### src/rtl/alu_issue_ctrl.sv
// alu_issue_ctrl: decodes one ALU op, drives the ripple ALU for a cycle and returns the captured result
module alu_issue_ctrl #(
  parameter int W = 32,
  parameter int IMM_W = 16
) (
  input  logic             clk,
  input  logic             reset,
  input  logic             in_valid,
  output logic             in_ready,
  input  logic [5:0]       opcode,
  input  logic [5:0]       funct,
  input  logic [W-1:0]     rs_val,
  input  logic [W-1:0]     rt_val,
  input  logic [IMM_W-1:0] imm,
  output logic [W-1:0]     alu_a,
  output logic [W-1:0]     alu_b,
  output logic [2:0]       alu_ctr,
  input  logic [W-1:0]     alu_r,
  input  logic             alu_c_out,
  input  logic             alu_z,
  output logic             out_valid,
  input  logic             out_ready,
  output logic [W-1:0]     result,
  output logic             carry,
  output logic             zero,
  output logic             branch_taken,
  output logic             illegal
);
  typedef enum logic [1:0] {IDLE, EXEC, DONE} state_t;
  state_t state, state_nx;
  logic acc;
  logic [W-1:0] sext, zext, dec_a, dec_b;
  logic [2:0] dec_ctr;
  logic dec_ill, dec_beq, dec_bne;
  logic beq_q, bne_q, ill_q;
  assign in_ready = state == IDLE;
  assign out_valid = state == DONE;
  assign acc = in_valid & in_ready;
  assign sext = {{(W-IMM_W){imm[IMM_W-1]}}, imm};
  assign zext = {{(W-IMM_W){1'b0}}, imm};
  // decode opcode/funct into ALU control, operand B source and op kind; illegal ops drive zeros
  always_comb begin
    dec_ctr = 3'b000;
    dec_b = rt_val;
    dec_ill = 1'b0;
    dec_beq = 1'b0;
    dec_bne = 1'b0;
    case (opcode)
      6'h00:
        case (funct)
          6'h20: dec_ctr = 3'b010;
          6'h22: dec_ctr = 3'b110;
          6'h24: dec_ctr = 3'b000;
          6'h25: dec_ctr = 3'b001;
          6'h2A: dec_ctr = 3'b111;
          default: dec_ill = 1'b1;
        endcase
      6'h08: begin dec_ctr = 3'b010; dec_b = sext; end
      6'h0A: begin dec_ctr = 3'b111; dec_b = sext; end
      6'h0C: begin dec_ctr = 3'b000; dec_b = zext; end
      6'h0D: begin dec_ctr = 3'b001; dec_b = zext; end
      6'h04: begin dec_ctr = 3'b110; dec_beq = 1'b1; end
      6'h05: begin dec_ctr = 3'b110; dec_bne = 1'b1; end
      default: dec_ill = 1'b1;
    endcase
    dec_a = dec_ill ? '0 : rs_val;
    if (dec_ill) begin
      dec_b = '0;
      dec_ctr = 3'b000;
    end
  end
  // next-state: accept in IDLE, one EXEC cycle, hold DONE until consumer takes the result
  always_comb begin
    state_nx = state;
    case (state)
      IDLE: state_nx = acc ? EXEC : IDLE;
      EXEC: state_nx = DONE;
      DONE: state_nx = out_ready ? IDLE : DONE;
      default: state_nx = IDLE;
    endcase
  end
  // state, operand load on accept, and result/flag capture at the end of EXEC
  always_ff @(posedge clk) begin
    if (reset) begin
      state <= IDLE;
      alu_a <= '0;
      alu_b <= '0;
      alu_ctr <= 3'b000;
      beq_q <= 1'b0;
      bne_q <= 1'b0;
      ill_q <= 1'b0;
      result <= '0;
      carry <= 1'b0;
      zero <= 1'b0;
      branch_taken <= 1'b0;
      illegal <= 1'b0;
    end else begin
      state <= state_nx;
      if (acc) begin
        alu_a <= dec_a;
        alu_b <= dec_b;
        alu_ctr <= dec_ctr;
        beq_q <= dec_beq;
        bne_q <= dec_bne;
        ill_q <= dec_ill;
      end
      if (state == EXEC) begin
        result <= ill_q ? '0 : alu_r;
        carry <= ~ill_q & alu_c_out;
        zero <= ~ill_q & alu_z;
        branch_taken <= (beq_q & alu_z) | (bne_q & ~alu_z);
        illegal <= ill_q;
      end
    end
  end
endmodule
### config.mk
export PLATFORM = sky130hd
export DESIGN_NAME = alu_issue_ctrl
export DESIGN_NICKNAME = d
export VERILOG_FILES = /design/src/rtl/alu_issue_ctrl.sv
export SDC_FILE = /design/constraint.sdc
export NUM_CORES = 1
export LEC_CHECK = 0
export CAP_MARGIN = 20
export CORE_MARGIN = 2
export CORE_UTILIZATION = 35
export DETAILED_ROUTE_END_ITERATION = 6
export GPL_TIMING_DRIVEN = 1
export PLACE_DENSITY_LB_ADDON = 0.15
export REMOVE_ABC_BUFFERS = 1
export SYNTH_ARGS = -nofsm -noshare
export SYNTH_HDL_FRONTEND = slang
export SYNTH_SLANG_ARGS = --single-unit
export TNS_END_PERCENT = 50
### constraint.sdc
create_clock -name clk -period 1.9 [get_ports clk]
set_clock_uncertainty 0.1 [all_clocks]
set_input_delay 0.285 -clock clk [delete_from_list [all_inputs] [get_ports clk]]
set_output_delay 0.285 -clock clk [all_outputs]
set_load 0.02 [all_outputs]
==> results of run 1 <==
==> cells in the final DEF, fill, tap and decap left out, types with 3 or more instances in the layout <==
master           synthesis  routed
a21oi_1                 37      37
a22o_1                  32      32
and4_4                   1       4
buf_12                   0       6
buf_4                    0      30
clkbuf_16                0      10
clkdlybuf4s50_1          0     229
dfxtp_1                108     108
mux2i_1                 19      18
nand2_1                 38      38
nand2b_1                 4       3
nand4_1                  4       4
nor2_1                  62      61
nor2b_1                  3       3
nor3b_1                 35      35
o21ai_0                 19      19
o31ai_1                 17      17
==> what timing repair did <==
item | CTS | global route
cloned | 2 | 2
gates resized for setup | 8 | 10
hold buffers | 0 | 0
pin swaps | 6 | 5
buffers inserted | 0 | 3
setup endpoints to repair | 35 | 58
==> synth_stat cells, types with 3 or more instances <==
cell,n,share of area (%)
o21ai_0,19,2.3
nor2b_1,3,0.45
nor2_1,62,5.6
mux2i_1,19,4.6
a22o_1,32,6.7
dfxtp_1,108,52
buf_8,3,1.1
nand4_1,4,0.60
a21oi_1,37,4.4
nand2b_1,4,0.60
o31ai_1,17,3.1
nor3b_1,35,6.3
nand2_1,38,3.4
clkbuf_1,28,2.5
==> power groups by stage <==
stage	combinational, uW	clock, uW	sequential [uW]
after detailed placement	807	0	2400
after CTS	817	1840	2340
after global routing	891	1930	2350
after floorplan	204	0	2470
after global placement	797	0	2390
final	825	1790	2340
==> worst max-delay path, cell delays in order <==
cell and delay (ps):
dlygate4sd2_1 240, or4_1 480, a311o_2 420, buf_12 150
buf_6 110, and3_4 160, a211oi_2 210
==> final timing paths <==
check	from	end	slack [ps]	depth (start not counted)
max	opcode[3]	ill_q	20	7
min	alu_b[7]	alu_b[7]	350	2
max reg2reg	state[1]	alu_b[30]	150	5
min reg2reg	alu_b[7]	alu_b[7]	350	2
==> cell families (layout without fill, tap and decap cells) <==
family,count (synthesis),in the layout,synth area share [%]
compound gates,118,118,19.1
mux,20,20,4.83
simple gates,159,162,19.3
flops,108,108,51.8
buf+inv,40,290,4.86
==> state kept, by name, indices dropped and copies added, names as in the netlist <==
register      count
illegal           1
bne_q             1
carry             1
zero              1
beq_q             1
ill_q             1
state             2
result           32
alu_a            32
branch_taken      1
alu_ctr           3
alu_b            32
==> area by class of cell <==
| class | count | area [sq um] | area share, % |
|---|---|---|---|
| repair buffers | 272 | 2730 | 37.6 |
| flip-flops and latches | 108 | 2160 | 29.8 |
| multi-input cells | 300 | 1890 | 26.1 |
| clock buffers | 13 | 260 | 3.59 |
| well taps | 143 | 179 | 2.47 |
| clock inverters | 3 | 21.3 | 0.294 |
| inverters | 2 | 7.51 | 0.104 |
==> metrics by stage <==
stage,power (uW),hold slack [ps],area (sq um),instances
floorplan,2670,254,3980,407
global placement,3190,334,6830,818
detailed placement,3200,341,6830,818
CTS,5000,356,7140,836
global route,5170,377,7250,841
finish,4960,353,7250,841
==> metal layers <==
metal	up-vias	track usage [%]	wire, um
li1	2083	-	-
met1	1972	25.0	5530
met2	146	34.1	6530
met3	20	4.55	952
met4	0	8.70	289
met5	-	0	0
==> flow_summary.toml, run 1 <==
[synthesis]
yosys_warnings = 0
synth.avg_cell_area_sq_um = 9.37
synth_edf_count = 0
yosysUniqueCellTypes = 42
synth.cell_area_sq_um = 4170
ys_seq_area_share_pct = 51.8
ys.flop_type = "dfxtp_1"
syn_inst = 445
ys_async_sr_fraction_pct = 0
synth-seq-cells = 108

[power]
swShare_pct = 24.4
clockPowerShare_pct = 36.1
p_sw_uw = 1210
leakage_uw = 0.00278
power.share.combinational_pct = 16.6
power_density_nw_per_um2 = 685
peakVddDrop_uv = 369
seq_power_share_pct = 47.3
p_int_uw = 3750

[worst_setup_path]
critPathRequiredTime_ps = 2070
crit_fanout = 5
critical_path_class = "in -> reg"
cp-start-kind = "input port"
worstPathArrival_ps = 2050
crit_path_end_kind = "flip-flop"

[sta]
setup_slack_ps = 21.9
finalCritPeriodShare_pct = 98.8
hold_violations = 0
min_period_ps = 1880
tightestPinTransition_ps = 391
finalSetupViolations = 0
tns_ps = 0
fmax_mhz = 532
slew_viol_final = 0
slew_headroom_pct = 73.9

[global_routing]
grt_max_degree = 73
grt_pass1_vias = 4035
grt_pass1_wl_um = 20700
grt_overflow = 0
antenna_found_initial = 0
globalRouteTotalUtil_pct = 20.3

[floorplan]
dieArea_sq_um = 12800
io_pins = 235
core-area_sq_um = 11500
rows = 39
initial_core_util_pct = 36.2
die_w_um = 113
fp.dieH_um = 113

[finish]
area_growth_pct = 73.7
final_util_pct = 62.9
n_antenna_cell = 0
fin_nets = 823
n_fill_cell = 988
drive_above_1_share_pct = 10.0

[clock_network]
clock_path_buffers = 2
cts_root_buf = "clkbuf_16"
insertion_delay_ps = 350
path_clk_slew_ps = 70
cts_tree = "yes"
cts_sinks = 108
htreeDepth = 3
cts_inserted_buffers = 9

[routing]
ant_nets = 0
drc = 17
viasPerCell = 5.02
routed_wl_um = 13300
first_iter_violations = 274
vias = 4221
post_drt_wl_per_cell_um = 15.8
dr.pass1.iters = 6

[placement]
portBuffers = 234
post-place-ws_ps = -488
gp_congestion = 0.848
hpwl_um = 9120

[status]
outcome = "finished with violations"
violations = "DRC"

[run]
maxCapViolCount = 0

[hold_path]
hp-class = "reg -> reg"
Note: power is estimated with default switching activity, not from simulation.
==> run 2, diff against run 1 <==
ABC_AREA = 0   (was not set)
==> results of run 2 <==
Final layout, timing and power as in run 1 (identical DEF).
==> run 3, diff against run 2 <==
PLACE_DENSITY = 0.84   (was not set)
PLACE_DENSITY_LB_ADDON = not set   (was 0.15)
==> flow_summary.toml, run 3 (synthesis results as in run 1) <==
[status]
outcome = "finished with violations"
violations = "DRC"

[finish]
n_antenna_cell = 0
biggestRegsByFlops = "alu_a: 32 flops, alu_b: 32 flops, result: 32 flops"
final_common_cell = "clkdlybuf4s50_1"
fin_nets = 822
area_growth_pct = 71.9
final_cell_mix = "229 x clkdlybuf4s50_1, 108 x dfxtp_1, 61 x nor2_1"
drive_above_1_share_pct = 9.47
layout.cells.non_filler = 840
final_util_pct = 62.3

[sta]
hold_violations = 0
tightestPinTransition_ps = 379
finalSetupViolations = 0
slew_viol_final = 0
fmax_mhz = 544
timing.hold.ws_ps = 356
min_period_ps = 1840
finalCritPeriodShare_pct = 96.8
rsz0062_at_grt = "no"
tns_ps = 0
slew_headroom_pct = 74.7

[power]
leakage_uw = 0.00274
finalPower_uw = 4960
power_density_nw_per_um2 = 691
peakVddDrop_uv = 385

[floorplan]
die_w_um = 113
fp.dieH_um = 113
core-area_sq_um = 11500
io_pins = 235
initial_core_util_pct = 36.2
dieArea_sq_um = 12800
rows = 39

[global_routing]
grt_max_degree = 53
antenna_found_initial = 0
grt_pass1_vias = 4252
grt_pass1_wl_um = 21600
globalRouteTotalUtil_pct = 21.1
grt_overflow = 0

[run]
maxCapViolCount = 0

[routing]
ant_nets = 0
drc = 15
viasPerCell = 5.08
routed_wl_um = 13900
post_drt_wl_per_cell_um = 16.5
vias = 4267
first_iter_violations = 340
dr.pass1.iters = 7

[clock_network]
cts_tree = "yes"
cts_root_buf = "clkbuf_16"
insertion_delay_ps = 330
path_clk_slew_ps = 70
htreeDepth = 3
cts-hold-fix-buffers = 0
cts_inserted_buffers = 9
cts_sinks = 108
clock_path_buffers = 2

[hold_path]
hp-class = "reg -> reg"

[worst_setup_path]
critPathRequiredTime_ps = 2040
critical_path_class = "in -> reg"
crit_fanout = 16
cp-start-kind = "input port"
worstPathArrival_ps = 1980
crit_chain = "dlygate4sd2_1 > or4_4 > a311o_1 > buf_4 > and4_4 > a22o_1"
cp_slowest_cell = "or4_4"
crit_path_end_kind = "flip-flop"
max_stage_delay_ps = 540

[placement]
dp_cells = 822
portBuffers = 234
gp_congestion = 0.828
hpwl_um = 10600
-- run 3: changes by cell type in the layout (fill, tap and decap cells not counted), sizes merged --
cell and change:
and4 -2, buf +2, dlymetal6s2s -2, dlygate4sd2 +3, clkinv +1, clkbuf -5
inv +3, clkdlybuf4s15 -1
-- run 3: final timing paths --
kind	start	to	slack [ps]	depth (start not counted)
max	opcode[1]	alu_a[11]	60	6
min reg2reg	alu_b[23]	alu_b[23]	360	2
max reg2reg	state[1]	alu_b[30]	120	5
min	alu_b[23]	alu_b[23]	360	2
-- run 3: worst max-delay path: cells and delay by family --
family	cells	cell delay [ps]
and+or+nand+nor	2	750
AOI/OAI and AO/OA	2	530
buffers and inverters	2	410
-- run 3: per-stage QoR --
step,setup WS [ps],area (sq um)
detailed placement,-551,6860
finish,60.6,7170
global placement,-480,6860
global route,22.4,7170
floorplan,-1100,3980
CTS,57.7,7160
-- run 3: cell type report --
cell class,count,area (sq um)
fillers,977,4350
inverters,2,7.51
well taps,143,179
repair buffers,273,2690
multi-input cells,298,1850
clock inverters,7,58.8
clock buffers,9,225
flip-flops and latches,108,2160
-- run 3: power breakdown --
group	leakage, uW	switching [uW]	internal [uW]
Sequential	0.000874	30.4	2320
Clock	0.000138	870	911
Combinational	0.00173	359	470
Total	0.00274	1260	3700
-- run 3: metal layers --
layer  up-vias  track usage, %  wire length (um)
met5         -               0                 0
li1       2075               -                 -
met3        31            2.89               696
met2       158            37.4              6980
met1      2003            25.4              5760
met4         0            9.51               432
-- run 3: what timing repair did --
| action | CTS | global route |
|---|---|---|
| pin swaps | 2 | 1 |
| endpoints found under the setup margin | 52 | 4 |
| cloned | 1 | 0 |
| buffers inserted | 0 | 1 |
| gates resized for setup | 9 | 0 |
==> RTL change 1: new RTL, flow settings as in run 3 <==
Change the parameter `W` from 32 to 64.
--- a/src/rtl/alu_issue_ctrl.sv
+++ b/src/rtl/alu_issue_ctrl.sv
@@ -1,6 +1,6 @@
 // alu_issue_ctrl: decodes one ALU op, drives the ripple ALU for a cycle and returns the captured result
 module alu_issue_ctrl #(
-  parameter int W = 32,
+  parameter int W = 64,
   parameter int IMM_W = 16
 ) (
   input  logic             clk,
Interface: changed (6 resized); port bits go from 235 to 427. The function was not compared with the original's and may differ.
==> RTL change 1 against run 3 <==
Largest cell class unchanged; cell count rose by 89%; first-iteration DRC count is 29% higher; total power up 110%; setup slack lost 0.057 ns; worst hold slack lost 0.26 ns; synthesized area rose by 89%; final area is 92% higher; sequential cell count rose by 96; routed wire length grew 120%; highest routed layer unchanged; sequential share of layout area down 0.46 points.
==> RTL change 1: results (changes against run 3) <==
* Initial DRC Count at 439 (+29%)
* Clk Latency, worst-skew pair at 0.49 ns (+0.16 ns)
* Outcome: finished, final reports clean
* Initial antenna violation count at 8 (+8)
* Avg Cell Area, Syn at 9.002 sq um (-3.9%)
* Dpl cells at 1536 (+87%)
* DRC violations left at 0 (-15)
* Final Wtd Congestion at 0.8197 (-0.94%)
* Share of cells above drive strength 1 at 11.40% (+1.9 points)
* Top post-synthesis cells by count: nor2_1 (208), dfxtp_1 (204), a22oi_1 (128), a21oi_1 (75), nor3b_1 (67)
* Vias in the first global route at 8121 (+91%)
* Largest net degree at the start of global routing at 64 (+21%)
* Maximum clock path buffer count at 3 (+1)
* Worst-path clk slew at 0.06 ns
* Critical-path top delay cell: clkdlybuf4s50_1
* Overall Global Routing Usage at 23.84% (+2.7 points)
* Top flop regs: alu_a: 64 flops, alu_b: 64 flops, result: 64 flops
* Mean routed wirelength per cell at 19.18 um (+16%)
* Leak at 6.079 nW (+120%)
* Drt pass-1 iters at 5 (-2)
* VDD IR-drop max at 517.0 uV (+34%)
* Sequential-to-total area share from yosys stat at 51.91% (+0.063 points)
* Worst min path class: in -> reg
* Hpwl dp at 20660 um (+96%)
* First-pass GRT wire length at 45110 um (+110%)
* Area post-placement at 12610 sq um (+84%)
* Critical Path Fanout Max at 2 (-14)
* Crit-path leading delay family: buffers and inverters
* Largest cells by area after synthesis: dfxtp_1 (52%), a22oi_1 (12%), nor2_1 (9.9%), nor3b_1 (6.4%), a21oi_1 (4.8%)
* Fillers at 1759 (+80%)
* Reg2Reg Depth at 7 (+2)
* IO buf count at 426 (+82%)
* CTS buffer count at 23 (+14)
* Cell variety after synth at 34 (-19%)
* Crit path DAT at 1.51 ns (-0.47 ns)
* Rel. slew slack at 67.40% (-7.3 points)
* Nets at 1512 (+84%)
* Endpoint, Worst Hold: result[32]
* Critical R2R Capture: alu_ctr[0]
* R2r setup slk at 0.04 ns (-0.08 ns)
* H-tree Lvls at 1 (-2)
* Via count at 8243 (+93%)
* Max incr delay on CP at 0.62 ns (+0.08 ns)
RTL change 1: cell types whose count changed after synthesis, sizes merged, moves of 37 or more:
cell / delta
a21oi: +38
a21o: +48
dfxtp: +96
nor2: +145
a22oi: +128
clkbuf: +37
RTL change 1: per-layer routing:
metal | global-route usage (%) | up-vias | wire length [um]
met5 | 0 | - | 0
met4 | 10.81 | 0 | 1101
met3 | 8.230 | 67 | 2701
met2 | 41.12 | 380 | 15430
met1 | 26.59 | 3895 | 11180
li1 | - | 3901 | -
RTL change 1: cell families after synthesis:
kind of cell           synth area share, %
and+or+nand+nor                      18.48
AOI/OAI and AO/OA                    22.79
DFF                                  51.91
buffers and inverters                4.405
muxes                                2.417
RTL change 1: worst max-delay path by stage:
| stage | from | to | slack (ns) |
|---|---|---|---|
| floorplan | state[1] | alu_ctr[0] | -5.29 |
| global placement | funct[2] | alu_a[62] | -0.56 |
| detailed placement | funct[1] | alu_a[38] | -0.66 |
| CTS | state[0] | out_valid | -0.02 |
| global route | state[0] | alu_ctr[0] | -0.05 |
| finish | alu_b[46] | alu_b[46] | 0.003 |
RTL change 1: what timing repair did:
action | in CTS | in global routing
resized for setup | 32 | 91
pin swaps | 1 | 2
hold endpoints to repair | 0 | 0
endpoints found under the setup margin | 149 | 156
setup buffers | 2 | 0
cloned | 2 | 1
hold buffers | 0 | 0
RTL change 1: through the flow:
step	util, %	worst slack (ns)	hold WS (ns)
finish	62.66	0.003297	0.09711
CTS	61.02	-0.01880	0.07497
detailed placement	57.45	-0.6640	0.3470
global placement	57.45	-0.5642	0.3422
global route	62.66	-0.05388	0.1047
floorplan	-	-5.292	0.2541
RTL change 1: final cells by class:
| cell class | count | share of cell area [%] |
|---|---|---|
| clock inverter | 10 | 0.7729 |
| timing repair buffer | 473 | 35.76 |
| tap | 280 | 2.546 |
| sequential | 204 | 29.69 |
| inverter | 2 | 0.05456 |
| clock buffer | 27 | 4.365 |
| multi-input combinational | 582 | 26.67 |
| antenna | 8 | 0.1455 |
RTL change 1: power by group:
group | total, mW | internal, mW | switching [mW]
clock | 4.23 | 2.51 | 1.72
combinational | 1.58 | 0.849 | 0.733
sequential | 4.44 | 4.39 | 0.0575
total | 10.3 | 7.75 | 2.51
==> RTL change 2: new RTL, flow settings as in run 3 <==
Made on the original files. Re-encode `state_t` (3 states) as one-hot, 3 bits wide.
--- a/src/rtl/alu_issue_ctrl.sv
+++ b/src/rtl/alu_issue_ctrl.sv
@@ -26,7 +26,7 @@
   output logic             branch_taken,
   output logic             illegal
 );
-  typedef enum logic [1:0] {IDLE, EXEC, DONE} state_t;
+  typedef enum logic [2:0] {IDLE = 3'b001, EXEC = 3'b010, DONE = 3'b100} state_t;
   state_t state, state_nx;
   logic acc;
   logic [W-1:0] sext, zext, dec_a, dec_b;
Behaviour: no difference found for any inputs over 10 cycles, from zero or initial values and one cycle with reset high; not proved beyond that.
==> RTL change 2 against run 3 <==
Total power up 1.0%; setup slack about the same; routed wire length up 8.6%; sequential cell count up 1; via count up 14%; count of clock-buffer cells in the layout up 3; final area up 5.9%; non-clock buffer count unchanged; die area up 8.5%; critical path depth unchanged; synthesized area up 8.9%.
==> RTL change 2: results (changes against run 3) <==
* Reg2Reg Depth at 7 (+2)
* Internal Power at 3.829 mW (+3.6%)
* VDD IR-drop max at 390.6 uV (+1.4%)
* Outcome: finished, final reports clean
* R2r setup slk at 0.10 ns (-0.02 ns)
* Final Wtd Congestion at 0.7855 (-5.1%)
* Synth top area share at 48.07% (-3.8 points)
* Leak at 2.625 nW (-4.4%)
* Drt pass-1 iters at 4 (-3)
* Placement row count at 41 (+5.1%)
* Largest net degree at the start of global routing at 50 (-5.7%)
* Overall Global Routing Usage at 21.01% (-0.14 points)
* Final wirelength at 15060 um (+8.6%)
* GR met1 Demand/Resource at 24.81% (-0.64 points)
* Critical Path Start: funct[2]
* Setup crit end: alu_b[17]
* Sequential-to-total area share from yosys stat at 48.07% (-3.8 points)
* Cell variety after synth at 46 (+9.5%)
* Top post-synthesis cells by count: dfxtp_1 (109), a21oi_1 (72), nand2_1 (69), clkbuf_1 (41), nor2_1 (41)
* Nets at 887 (+7.9%)
* Place WS at -0.3293 ns (+0.2218 ns)
* Hpwl dp at 10670 um (+0.97%)
* Via count at 4882 (+14%)
* First-pass GRT wire length at 23850 um (+10%)
* Critical R2R Capture: alu_b[27]
* Rel. slew slack at 55.42% (-19 points)
* Largest cells by area after synthesis: dfxtp_1 (48%), a21oi_1 (7.9%), a32oi_1 (6.2%), nand2_1 (5.7%), nand3_1 (3.7%)
* Initial DRC Count at 268 (-21%)
RTL change 2: logic make-up (layout without fill, tap and decap cells):
family	count (synthesis)	after routing	share of synthesized area (%)
flip-flops	109	109	48.07
AO/OA/AOI/OAI	168	168	25.66
multiplexers	3	3	0.6891
buffers and inverters	59	290	5.430
AND/OR/NAND/NOR	191	191	20.15
RTL change 2: what timing repair did:
item	4_1_cts	5_1_grt
resized for setup	3	5
pin swaps	1	3
setup endpoints to repair	3	38
gates cloned	0	1
buffers inserted	0	1
RTL change 2: worst min-delay path by stage:
stage                           from         end  slack (ns)  cells past startpoint
after floorplan                reset    alu_b[0]        0.25                      1
after global placement    result[22]  result[22]        0.34                      2
after detailed placement  result[28]  result[28]        0.34                      2
after CTS                      reset       bne_q        0.30                      2
after global routing           reset    state[1]        0.32                      2
final                          reset   alu_a[13]        0.32                      2
RTL change 2: per-stage QoR:
stage | cells | setup TNS, ns | hold slack [ns] | cell area, sq um
finish | 933 | 0 | 0.3164 | 7594
global route | 933 | -0.05278 | 0.3245 | 7594
CTS | 931 | 0 | 0.3035 | 7565
detailed placement | 916 | -18.83 | 0.3424 | 7268
global placement | 916 | -19.56 | 0.3375 | 7268
floorplan | 473 | -214.58 | 0.2541 | 4300
RTL change 2: worst max-delay path: stages:
cell	delay, ns
clkdlybuf4s50_1	0.48
mux2_2	0.36
o31ai_4	0.32
buf_12	0.26
o2111ai_1	0.13
a21oi_1	0.15
RTL change 2: per-layer routing:
layer / vias to the layer above / share of wire [%]
li1: 2384 / -
met5: - / 0
met2: 209 / 49
met3: 16 / 8.3
met1: 2273 / 42
met4: 0 / 1.5
RTL change 2: power by group through the flow:
| stage | clock [mW] | combinational (mW) | sequential [mW] |
|---|---|---|---|
| detailed placement | 0 | 0.757 | 2.39 |
| finish | 1.91 | 0.757 | 2.34 |
| floorplan | 0 | 0.188 | 2.43 |
| CTS | 1.96 | 0.757 | 2.34 |
| global route | 2.06 | 0.811 | 2.35 |
| global placement | 0 | 0.752 | 2.39 |
RTL change 2: layout make-up:
class | count | area (sq um)
Sequential cell | 109 | 2183
Timing Repair Buffer | 273 | 2741
Clock inverter | 3 | 43.79
Tap cell | 172 | 215.2
Inverter | 2 | 7.507
Clock buffer | 12 | 256.5
Multi-Input combinational cell | 362 | 2146
Fill cell | 1092 | 5026
